[src/rtl/cpu_sim_pkg.sv]
// cpu_sim_pkg: shared run-controller state encoding and counter helpers
package cpu_sim_pkg;

    typedef enum logic [2:0] {
        IDLE,
        RESET,
        RUN,
        DONE,
        TMO
    } state_t;

    localparam logic [31:0] CNT_MAX = 32'hFFFF_FFFF;

    function automatic logic [31:0] sat_inc(input logic [31:0] v);
        return (v == CNT_MAX) ? v : v + 32'd1;
    endfunction

endpackage

[src/rtl/pc_halt_det.sv]
// pc_halt_det: counts consecutive identical valid PC samples and flags a self-loop halt
module pc_halt_det #(
    parameter int unsigned PC_W        = 32,
    parameter int unsigned HALT_REPEAT = 4
) (
    input  logic            clk,
    input  logic            rst,
    input  logic            clear,
    input  logic            en,
    input  logic [PC_W-1:0] pc,
    input  logic            pc_valid,
    output logic            halt
);

    logic [PC_W-1:0] last_pc;
    logic [3:0]      cnt;
    logic [3:0]      cnt_inc;
    logic            seen;
    logic            match;

    // seen gates the compare so the first sample of a run never matches stale data
    assign match   = seen && (pc == last_pc);
    assign cnt_inc = cnt + 4'd1;
    assign halt    = en && pc_valid && match && (cnt_inc == 4'(HALT_REPEAT));

    // track the last valid PC and how many times in a row it has been seen
    always_ff @(posedge clk or negedge rst) begin
        if (!rst) begin
            last_pc <= '0;
            cnt     <= '0;
            seen    <= 1'b0;
        end else if (clear) begin
            last_pc <= '0;
            cnt     <= '0;
            seen    <= 1'b0;
        end else if (en && pc_valid) begin
            last_pc <= pc;
            cnt     <= match ? cnt_inc : 4'd1;
            seen    <= 1'b1;
        end
    end

endmodule

[src/rtl/cpu_run_ctrl.sv]
// cpu_run_ctrl: sequences CPU reset, run, halt detection and timeout for simulation
module cpu_run_ctrl
    import cpu_sim_pkg::*;
#(
    parameter int unsigned RST_CYCLES  = 5,
    parameter int unsigned PC_W        = 32,
    parameter logic [31:0] TIMEOUT     = 32'd10000,
    parameter int unsigned HALT_REPEAT = 4
) (
    input  logic            clk,
    input  logic            rst,
    input  logic            start,
    input  logic [PC_W-1:0] pc,
    input  logic            pc_valid,
    output logic            cpu_rst,
    output logic            running,
    output logic            done,
    output logic            timeout,
    output logic [31:0]     cycle_cnt,
    output logic [PC_W-1:0] halt_pc
);

    localparam logic [7:0] RST_LAST = 8'(RST_CYCLES - 1);

    logic [1:0] sync;
    logic       rst_sync;
    state_t     state;
    state_t     state_nxt;
    logic [7:0] rst_cnt;
    logic       halt;
    logic       launch;
    logic       rst_end;
    logic       tmo_hit;

    // assert asynchronously, release two clocks after the external reset goes high
    always_ff @(posedge clk or negedge rst) begin
        if (!rst) sync <= 2'b00;
        else      sync <= {sync[0], 1'b1};
    end

    assign rst_sync = sync[1];
    assign launch   = start && (state == IDLE || state == DONE || state == TMO);
    assign rst_end  = (rst_cnt == RST_LAST);
    assign tmo_hit  = (cycle_cnt == TIMEOUT - 32'd1);

    // state register
    always_ff @(posedge clk or negedge rst_sync) begin
        if (!rst_sync) state <= IDLE;
        else           state <= state_nxt;
    end

    // next state; a halt on the final timeout cycle takes priority over the timeout
    always_comb begin
        state_nxt = state;
        case (state)
            IDLE, DONE, TMO: if (start) state_nxt = RESET;
            RESET:           if (rst_end) state_nxt = RUN;
            RUN:             state_nxt = halt ? DONE : (tmo_hit ? TMO : RUN);
            default:         state_nxt = IDLE;
        endcase
    end

    // reset-hold counter, run-cycle counter and halt PC capture
    always_ff @(posedge clk or negedge rst_sync) begin
        if (!rst_sync) begin
            rst_cnt   <= '0;
            cycle_cnt <= '0;
            halt_pc   <= '0;
        end else if (launch) begin
            rst_cnt   <= '0;
            cycle_cnt <= '0;
        end else if (state == RESET) begin
            rst_cnt <= rst_cnt + 8'd1;
        end else if (state == RUN) begin
            cycle_cnt <= sat_inc(cycle_cnt);
            if (halt) halt_pc <= pc;
        end
    end

    pc_halt_det #(
        .PC_W       (PC_W),
        .HALT_REPEAT(HALT_REPEAT)
    ) u_halt (
        .clk     (clk),
        .rst     (rst_sync),
        .clear   (launch),
        .en      (state == RUN),
        .pc      (pc),
        .pc_valid(pc_valid),
        .halt    (halt)
    );

    assign cpu_rst = (state != RUN);
    assign running = (state == RUN);
    assign done    = (state == DONE);
    assign timeout = (state == TMO);

endmodule

[config.mk]
export PLATFORM = sky130hd
export DESIGN_NAME = cpu_run_ctrl
export DESIGN_NICKNAME = d
export VERILOG_FILES = /design/src/rtl/cpu_sim_pkg.sv /design/src/rtl/pc_halt_det.sv /design/src/rtl/cpu_run_ctrl.sv
export SDC_FILE = /design/constraint.sdc
export NUM_CORES = 1
export LEC_CHECK = 0
export CORE_MARGIN = 2
export CORE_UTILIZATION = 45
export CTS_CLUSTER_SIZE = 10
export DETAILED_ROUTE_END_ITERATION = 16
export PLACE_DENSITY = 0.68
export SYNTH_ARGS = -nofsm -noshare
export SYNTH_HDL_FRONTEND = slang
export SYNTH_SLANG_ARGS = --single-unit
[constraint.sdc]
create_clock -name clk -period 3.74 [get_ports clk]
set_input_delay 0.561 -clock clk [delete_from_list [all_inputs] [get_ports clk]]
set_output_delay 0.561 -clock clk [all_outputs]
set_load 0.005 [all_outputs]
==> flow_summary.ini <==
[outcome]
status = finished, final reports clean

[logic_synthesis]
yosys.cell_types.count = 61
synthesized_netlist_cell_count = 578
synthAdderAreaFrac_pct = 1.06
post_synth_xor_area_fraction_pct = 6.24
synth_mux_area_share_pct = 8.30
yosys_warnings = 0
synth_top_family_by_area = simple AND/OR/NAND/NOR gates
postSynthNetCount = 619
synthFlopType = dfrtp_1
post_synth_edffs = 0
ys_seq_elements = 114
synth_largest_type_area_fraction_pct = 48.4
synth_compound_area_share_pct = 8.85
synth_simple_gate_area_share_pct = 24.3
yosys-top-cells-count = dfrtp_1 (114), nand2_1 (94), nand3_1 (52)
synthesis.area_um2 = 5900
postSynthAreaPerCell_um2 = 10.2
library_cell_occupying_the_most_area_in_the_post_synthesis_netlist = dfrtp_1
synth-seq-area-share_pct = 48.4
post-synth-top-count-cell = dfrtp_1
netlist_top_cells_area = dfrtp_1 (48%), mux2_4 (7.4%), nand2_1 (6.0%)
asyncSetResetFlopFracSynth_pct = 100

[grt]
grt_pass1_vias = 4958
globalRoute.totalOverflow = 0
global_route_total_usage_across_every_layer_pct = 22.4
grt_pass1_wl_um = 25000
largest_net_degree_at_the_start_of_global_routing = 54
grt_antenna_before_repair = 0

[critical_path]
critical_path_peak_fanout = 35
worst_ep_required_time_ns = 4.04
worstPathCellList = or3b_1, clkinv_2, nand2_4, nor3_4, nand4_4, buf_4, mux2_2
critical-path-max-stage-delay_ns = 0.50
arrival_ns = 3.10
worst_setup_path_class = reg -> reg
timing.critical_path.to_type = register
critical-path-slowest-cell = buf_4
worst_setup_path_start_kind = register

[placement]
numPortBuffers = 103
finalWeightedCongestion = 0.825
post-place-ws_ns = 0.685
total_placed_cells_including_tap_cells = 836
hpwl_um = 10400

[finish]
post_layout_nonfiller_instances = 868
nFillCells = 1104
antennaDiodeCount = 0
syn_to_final_growth_pct = 32.6
nNetsFinal = 724
layout.core_utilization_pct = 61.4
multi_input_comb_area_um2 = 2890
drive_gt1_share_pct = 12.4
sequential_cell_area_um2 = 2860

[timing]
hold_violations = 0
final.min_clock_period_ns = 2.80
final_cycle_share_pct = 74.8
max_slew_margin_pct = 54.5
finClkSkew_ns = 0.00496
setup_repair_after_global_routing_missed_its_margin = false
setup_ws_ns = 0.943
slew_viol_final = 0
setup-tns-final_ns = 0
setup-violations-final = 0
timing_worst_slew_pin_value_ns = 0.665
clock.fmax_ghz = 0.358

[power_and_ir_drop]
ir_worst_vdd_mv = 0.321
power.leakage_nw = 3.50
design_power_total_mw = 4.76
power.density_cell_area_nw_per_um2 = 609

[die]
die_area_um2 = 14000
core-area_um2 = 12700
die-height_um = 118
initial_utilization_pct = 46.4
die_w_um = 118
top_level_ports = 104
row_count = 41

[route]
detail_route.drc_violations = 0
drt_pass1_iterations = 5
vias = 4970
detail_route.wl_per_cell_um = 17.1
drt_first_iter_violations = 404
routed_wl_um = 14900
route.antenna.remaining_nets = 0
avgViaCountPerCell = 5.73

[clock_tree]
cts.path.max_buffers = 2
cts_max_level = 4
clk_transition_reported_paths_ns = 0.05
cts_tree = built
cts_resized = 0
cts_buffers = 17
clock_sinks = 114
postCtsSetupBuffers = 0
hold_buffers = 0
cts_root_buffer = clkbuf_16
clk-insertion-delay-late_ns = 0.42

[hold_path]
worst_hold_path_type = in -> async

[job]
max_cap_viol_count = 0
==> cell type report <==
cell class	count	share of cell area, %
tap	172	2.75
clock buffer	18	5.49
multi-input combinational	432	37.0
clock inverter	14	3.92
timing repair buffer	111	14.0
sequential	114	36.5
inverter	7	0.352
==> per-stage QoR <==
stage	cell area, µm²	hold slack (ns)
2_1_floorplan	5900	0.265
3_3_place_gp	7080	0.340
3_5_place_dp	7080	0.346
4_1_cts	7820	0.293
5_1_grt	7820	0.294
6_report	7820	0.306
==> layer usage <==
layer  global-route usage, %  share of wire, %  vias up  routed length, µm
met1                    28.6                43     2457               6350
met2                    36.4                50      177               7360
li1                        -                 -     2305                  -
met5                       0                 0        -                  0
met3                    6.08               5.8       31                862
met4                    8.18               2.0        0                294
==> power breakdown <==
group / switching (mW) / internal [mW]
clock: 0.585 / 1.45
sequential: 0.190 / 1.44
combinational: 0.659 / 0.435
total: 1.43 / 3.33
==> worst paths after layout <==
| kind | depth (start not counted) | startpoint | to | slack, ns |
|---|---|---|---|---|
| hold / removal | 1 | rst | sync[1]$_DFF_PN0_ | 0.31 |
| setup reg to reg | 7 | state[1]$_DFFE_PN0P_ | halt_pc[31]$_DFFE_PN0P_ | 0.94 |
| min in group clk | 0 | sync[0]$_DFF_PN0_ | sync[1]$_DFF_PN0_ | 0.36 |
| setup / recovery | 7 | state[1]$_DFFE_PN0P_ | halt_pc[31]$_DFFE_PN0P_ | 0.94 |
| max in group asynchronous | 1 | sync[1]$_DFF_PN0_ | cycle_cnt[27]$_DFFE_PN0P_ | 2.46 |
| hold reg to reg | 0 | sync[0]$_DFF_PN0_ | sync[1]$_DFF_PN0_ | 0.36 |
==> worst max-delay path, delay by kind of cell, from the launching register on <==
kind,cells,cell delay (ns)
AND/OR/NAND/NOR,4,1.01
multiplexers,1,0.40
flip-flops,1,0.44
buffers and inverters,2,0.79
==> cells by family after synthesis <==
family	count (synthesis)
AOI/OAI and AO/OA	76
xor gates and xnor gates	42
adders and majority gates	5
buffers and inverters	32
DFF	114
muxes	34
other	1
and+or+nand+nor	274
==> cells in the final DEF (no fill, tap or decap), types with 6 or more instances in the layout <==
cell type / instances
a21oi_1: 19
nor4_1: 7
buf_4: 8
o2111ai_1: 6
dfrtp_1: 113
xnor2_1: 37
nand4_1: 26
mux2_4: 29
inv_1: 6
nor3_1: 10
and4_1: 7
or3_1: 10
o31ai_1: 9
clkdlybuf4s50_1: 103
bufinv_16: 9
nor2_1: 31
and3_1: 7
clkbuf_16: 17
nand2_1: 94
and2_1: 6
a31oi_1: 7
nand3_1: 52
o21ai_0: 11
==> state kept, by name, indices dropped and copies added, names as in the netlist <==
signal and cells:
u_halt.last_pc 32, rst_cnt 8, state 3, sync 2, halt_pc 32, cycle_cnt 32, u_halt.seen 1, u_halt.cnt 4
Power figures use the tool's default switching activity.
